`src/rtl/count_sched_pkg.sv`:
```
// Shared types and default parameters for the count_sched request scheduler.
package count_sched_pkg;

  typedef enum logic [1:0] {
    S_INIT  = 2'd0,
    S_RUN   = 2'd1,
    S_CLEAR = 2'd2
  } state_e;

  localparam int NREQ_DEF   = 4;
  localparam int PEND_W_DEF = 3;
  localparam int DIV1_DEF   = 4;

endpackage

```
`src/rtl/count_sched_rr_arbiter.sv`:
```
// Combinational round-robin arbiter: first set request after i_last, modulo N.
module rr_arbiter #(
  parameter int N  = 4,
  parameter int LW = $clog2(N)
) (
  input  logic [N-1:0]  i_req,
  input  logic [LW-1:0] i_last,
  output logic [N-1:0]  o_gnt,
  output logic          o_valid
);

  logic [LW-1:0] w_idx;

  always_comb begin
    o_gnt   = '0;
    o_valid = 1'b0;
    w_idx   = i_last;
    for (int off = 0; off < N; off++) begin
      w_idx = (w_idx == LW'(N - 1)) ? '0 : w_idx + LW'(1);
      if (!o_valid && i_req[w_idx]) begin
        o_gnt[w_idx] = 1'b1;
        o_valid      = 1'b1;
      end
    end
  end

endmodule

```
`src/rtl/count_sched.sv`:
```
// Request scheduler for the dual-channel prescaled event counter.
// Optional build macro COUNT_SCHED_PRIO_EN gives requester 0 fixed top priority.
module count_sched
  import count_sched_pkg::*;
#(
  parameter int NREQ   = NREQ_DEF,
  parameter int PEND_W = PEND_W_DEF,
  parameter int DIV1   = DIV1_DEF
) (
  input  logic            Clk,
  input  logic            Reset,
  input  logic [NREQ-1:0] Req,
  input  logic [NREQ-1:0] ChanMap,
  input  logic            Clear,
  output logic            CntReset,
  output logic            CntEn,
  output logic            CntSlt,
  output logic [NREQ-1:0] Grant,
  output logic            Tick1,
  output logic [NREQ-1:0] Overflow,
  output logic            Busy
);

  localparam int LG_W = $clog2(NREQ);
  localparam int PH_W = (DIV1 > 1) ? $clog2(DIV1) : 1;
  localparam logic [PH_W-1:0]   PH_MAX    = PH_W'(DIV1 - 1);
  localparam logic [PEND_W-1:0] PEND_MAX  = {PEND_W{1'b1}};
  localparam logic [LG_W-1:0]   LAST_INIT = LG_W'(NREQ - 1);

  state_e            r_state, w_state_nxt;
  logic [PEND_W-1:0] r_pend [NREQ];
  logic [LG_W-1:0]   r_last;
  logic [PH_W-1:0]   r_ph;

  logic [NREQ-1:0] w_cand, w_arb_req, w_arb_gnt, w_gnt;
  logic            w_arb_valid, w_valid, w_upd_last, w_slt, w_any_pend;
  logic [LG_W-1:0] w_win;

  always_ff @(posedge Clk) begin
    if (Reset) r_state <= S_INIT;
    else       r_state <= w_state_nxt;
  end

  always_comb begin
    w_state_nxt = r_state;
    case (r_state)
      S_INIT:  w_state_nxt = S_RUN;
      S_RUN:   if (Clear) w_state_nxt = S_CLEAR;
      S_CLEAR: w_state_nxt = S_RUN;
      default: w_state_nxt = S_INIT;
    endcase
  end

  always_comb begin
    w_cand     = '0;
    w_any_pend = 1'b0;
    for (int i = 0; i < NREQ; i++) begin
      w_cand[i]  = (r_pend[i] != '0);
      w_any_pend = w_any_pend | w_cand[i];
    end
  end

  assign Busy = (r_state != S_RUN) || w_any_pend;

  // Requester 0 bypasses the ring when prioritised, so its wins never move r_last.
  always_comb begin
`ifdef COUNT_SCHED_PRIO_EN
    w_arb_req  = w_cand & ~NREQ'(1);
    w_gnt      = w_cand[0] ? NREQ'(1) : w_arb_gnt;
    w_valid    = w_cand[0] | w_arb_valid;
    w_upd_last = !w_cand[0] && w_arb_valid;
`else
    w_arb_req  = w_cand;
    w_gnt      = w_arb_gnt;
    w_valid    = w_arb_valid;
    w_upd_last = w_arb_valid;
`endif
  end

  rr_arbiter #(.N(NREQ), .LW(LG_W)) u_arb (
    .i_req   (w_arb_req),
    .i_last  (r_last),
    .o_gnt   (w_arb_gnt),
    .o_valid (w_arb_valid)
  );

  always_comb begin
    w_win = '0;
    for (int i = 0; i < NREQ; i++) begin
      if (w_gnt[i]) w_win = LG_W'(i);
    end
  end

  assign w_slt = |(w_gnt & ChanMap);

  // CntEn is a one-cycle issue strobe; the counter accepts every issue, no back-pressure.
  always_ff @(posedge Clk) begin
    if (Reset) begin
      CntReset <= 1'b1;
      CntEn    <= 1'b0;
      CntSlt   <= 1'b0;
      Grant    <= '0;
      Tick1    <= 1'b0;
      Overflow <= '0;
      r_last   <= LAST_INIT;
      r_ph     <= '0;
      for (int i = 0; i < NREQ; i++) r_pend[i] <= '0;
    end else begin
      CntEn  <= 1'b0;
      CntSlt <= 1'b0;
      Grant  <= '0;
      Tick1  <= 1'b0;
      case (r_state)
        S_RUN: begin
          if (Clear) begin
            CntReset <= 1'b1;
            Overflow <= '0;
            r_last   <= LAST_INIT;
            r_ph     <= '0;
            for (int i = 0; i < NREQ; i++) r_pend[i] <= '0;
          end else begin
            CntReset <= 1'b0;
            CntEn    <= w_valid;
            CntSlt   <= w_slt;
            Grant    <= w_gnt;
            if (w_upd_last) r_last <= w_win;
            if (w_valid && w_slt) begin
              Tick1 <= (r_ph == PH_MAX);
              r_ph  <= (r_ph == PH_MAX) ? '0 : r_ph + PH_W'(1);
            end
            for (int i = 0; i < NREQ; i++) begin
              case ({Req[i], w_gnt[i]})
                2'b10: begin
                  if (r_pend[i] == PEND_MAX) Overflow[i] <= 1'b1;
                  else                       r_pend[i]   <= r_pend[i] + PEND_W'(1);
                end
                2'b01:   r_pend[i] <= r_pend[i] - PEND_W'(1);
                default: ;
              endcase
            end
          end
        end
        default: CntReset <= 1'b0;
      endcase
    end
  end

endmodule

```
`config.mk`:
```
export PLATFORM = sky130hd
export DESIGN_NAME = count_sched
export DESIGN_NICKNAME = d
export VERILOG_FILES = /design/src/rtl/count_sched_pkg.sv /design/src/rtl/count_sched_rr_arbiter.sv /design/src/rtl/count_sched.sv
export SDC_FILE = /design/constraint.sdc
export NUM_CORES = 1
export LEC_CHECK = 0
export BUFFER_PORTS_ARGS = -buffer_cell sky130_fd_sc_hd__buf_2
export CORE_ASPECT_RATIO = 0.9
export CORE_MARGIN = 5
export CORE_UTILIZATION = 49
export DETAILED_ROUTE_END_ITERATION = 8
export PLACE_DENSITY_LB_ADDON = 0.25
export SKIP_LAST_GASP = 1
export SLEW_MARGIN = 5
export SYNTH_ARGS = -nofsm -noshare
export SYNTH_HDL_FRONTEND = slang
export SYNTH_SLANG_ARGS = --single-unit
```
`constraint.sdc`:
```
create_clock -name Clk -period 3.7 [get_ports Clk]
set_input_delay 0.555 -clock Clk [delete_from_list [all_inputs] [get_ports Clk]]
set_output_delay 0.555 -clock Clk [all_outputs]
set_load 0.05 [all_outputs]
```
==> out/results.tsv <==
stage	metric	value	unit
outcome	status	completed	
floorplan	fp.coreArea	0.00416	mm²
placement	dp_hpwl	3840	µm
placement	placedCellCount	316	
setup_path	cp_max_fo	8	
grt	grt_pass1_vias	1749	
grt	grt_pass1_wl	8580	µm
yosys	synth-compound-area-share	21.0	%
yosys	synth_edf_count	12	
floorplan	dieArea	0.00579	mm²
grt	grt_use_met2	29.2	%
sta	finalSetupViolations	0	
clocking	post_cts_resized	0	
sta	fmax	0.306	GHz
detailed_routing	routed_via_density	5.96	
grt	met1_usage	26.2	%
grt	grt_max_degree	19	
detailed_routing	vias	1932	
power_and_ir_drop	swShare	32.7	%
sta	rsz0062_at_grt	false	
setup_path	critical_path.endpoint_type	flip-flop	
clocking	cts_setup_buffers	0	
yosys	synth_warnings	0	
yosys	synth.area.top_cells	dfxtp_1 (17%), edfxtp_1 (17%), ha_1 (12%)	
detailed_routing	final_antenna_net_count	0	
clocking	tritoncts	built	
finish	drive_gt1_share	18.2	%
finish	post-route-util	58.2	%
setup_path	criticalPathCategory	reg2reg	
yosys	synth.distinct_cells	59	
grt	grt_use_met3	3.83	%
power_and_ir_drop	combPwrFrac	29.5	%
detailed_routing	wl_per_cell	15.6	µm
sta	min_period_over_period	88.3	%
grt	top_usage_layer	met2	
yosys	postSynthAreaPerCell	9.03	µm²
floorplan	fp-row-count	22	
setup_path	crit_path_start	r_last[0]	
setup_path	r2r-start	r_last[0]	
setup_path	cp_slowest_cell	dfxtp_1	
power_and_ir_drop	power.share.clock	32.0	%
power_and_ir_drop	p_leak	0.00100	µW
sta	skew	0.00931	ns
finish	syn2layout_area_growth	12.9	%
grt	antenna_found_initial	0	
clocking	clock_latency	0.29	ns
grt	track_usage	19.1	%
detailed_routing	wl	5060	µm
yosys	synth.ff_latch_count	30	
sta	setup-tns-final	0	ns
sta	final_max_slew_viol_count	0	
yosys	netlist_top_cells_count	ha_1 (20), nand2_1 (19), nor2_1 (19), dfxtp_1 (18), nand3_1 (17)	
yosys	synth_top_area_cell	dfxtp_1	
grt	gr-total-overflow	0	
setup_path	cp-start-kind	flip-flop	
floorplan	start_util	51.5	%
yosys	ys_seq_area_share	33.7	%
floorplan	die_w	79.7	µm
setup_path	cp_top_family	simple AND/OR/NAND/NOR gates	
setup_path	worst_ep_required_time	3.83	ns
setup_path	slowest_delay	0.46	ns
yosys	synthMostInstantiatedCell	ha_1	
power_and_ir_drop	p_switching	326	µW
detailed_routing	drcViolationCount	0	
flow_run	maxCapViolCount	0	
clocking	root_buffer	clkbuf_8	
yosys	yosys.area_share.adder	12.6	%
setup_path	path_buf_inv	0	
floorplan	die_h	72.7	µm
yosys	muxShareOfSynthArea	2.45	%
yosys	synth_area	0.00214	mm²
yosys	synthFlopType	dfxtp_1	
power_and_ir_drop	p_int	670	µW
clocking	cts-hold-fix-buffers	0	
yosys	synth_top_cell_area_share	16.8	%
yosys	ys_async_sr_fraction	0	%
yosys	synth.net_count	269	
clocking	cts.clk_slew.worst_paths	0.06	ns
setup_path	critical_path_arrival	3.40	ns
sta	timing_hold_violations_final	0	
detailed_routing	dr.first_iter.drc_count	337	
power_and_ir_drop	peakVddDrop	0.321	mV
clocking	numCtsBuffers	5	
sta	fin_crit	3.27	ns
worst_hold_path	hold_path_startpoint	Overflow[2]	
yosys	synth-xor-area-share	1.64	%
finish	layout.cells.non_filler	324	
sta	tightest_slew	0.651	ns
power_and_ir_drop	p_per_area	412	mW/mm²
power_and_ir_drop	seq_power_share	38.5	%
worst_hold_path	hold_class	reg2reg	
finish	antennaDiodeCount	0	
setup_path	path_cells	ha_1, or2_1, nand3_1, a211oi_1, o21a_1, a211oi_4, nand2b_1, fa_1, xnor2_1, or3_1, a21oi_1	
clocking	clock_sinks	30	
yosys	synth_cells	237	
sta	relSlewSlack	56.6	%
detailed_routing	dr.pass1.iters	6	
placement	port_buffers	23	
clocking	cts_max_path_buffers	2	
clocking	h-tree-depth	2	
finish	fin_nets	295	
yosys	synth_simple_gate_area_share	24.1	%
yosys	synth_top_family_by_area	simple AND/OR/NAND/NOR gates	
placement	gp_congestion	1.05	
floorplan	pin_count	24	
path summary, 6_finish.rpt:
check                           depth (start not counted)  slack (ns)           end
worst max-delay path                                   11        0.43  r_pend[3][2]
worst min-delay path                                    2        0.47   Overflow[2]
worst min register to register                          2        0.47   Overflow[2]
worst max register to register                         11        0.43  r_pend[3][2]
tightest hold or removal path: cells and delay by family, from the launching register on:
family / cells / cell delay (ns)
flops: 1 / 0.32
simple gates: 1 / 0.07
compound gates: 1 / 0.04
sequential cells by signal, indices dropped and copies added (netlist names):
signal and cells:
CntSlt 1, Tick1 1, Overflow 4, r_last 2, CntReset 1, r_pend 12
CntEn 1, r_state 2, Grant 4, r_ph 2
per-stage QoR:
stage / hold slack, ns / power [µW] / cell area, µm² / worst slack [ns]
2_1_floorplan: 0.440 / 607 / 2140 / 0.671
3_3_place_gp: 0.450 / 674 / 2310 / 0.563
3_5_place_dp: 0.455 / 675 / 2310 / 0.519
4_1_cts: 0.478 / 997 / 2420 / 0.499
5_1_grt: 0.516 / 1050 / 2420 / 0.211
6_report: 0.473 / 996 / 2420 / 0.432
cell usage in the layout (no fill, tap or decap), types with 4 or more instances in the layout:
cell	synthesis	layout
a21oi_1	8	8
a41oi_1	4	4
buf_2	1	23
clkbuf_8	0	5
dfxtp_1	18	18
edfxtp_1	12	12
ha_1	20	20
inv_1	14	14
nand2_1	19	19
nand2b_1	7	7
nand3_1	17	17
nor2_1	19	19
nor2b_1	6	6
nor3_1	8	8
o21a_1	5	5
o21ai_0	10	10
or3_1	5	5
xnor2_1	4	4
layer usage:
layer	part of all wire, %	up-vias
met1	46	900
met2	46	86
li1	-	931
met5	0	-
met3	5.9	15
met4	2.4	0
logic make-up (layout without fill, tap and decap cells):
family	after synthesis	after routing
xor+xnor	4	4
buf+inv	21	48
simple gates	100	100
fa+ha+maj	21	21
mux	4	4
flops	30	30
compound gates	57	57
power by group through the flow:
stage                     clock network (µW)  registers (µW)  logic, µW
after global placement                     0             389        284
after floorplan                            0             399        207
after global routing                     343             386        322
final                                    319             384        293
after detailed placement                   0             391        285
after CTS                                325             384        288
final cells by class:
cell class,instances,area (µm²)
Timing Repair Buffer,26,138
Tap cell,60,75.1
Fill cell,396,1740
Inverter,14,52.6
Clock inverter,2,33.8
Sequential cell,30,721
Multi-Input combinational cell,186,1330
Clock buffer,6,72.6
Power figures use the tool's default switching activity.
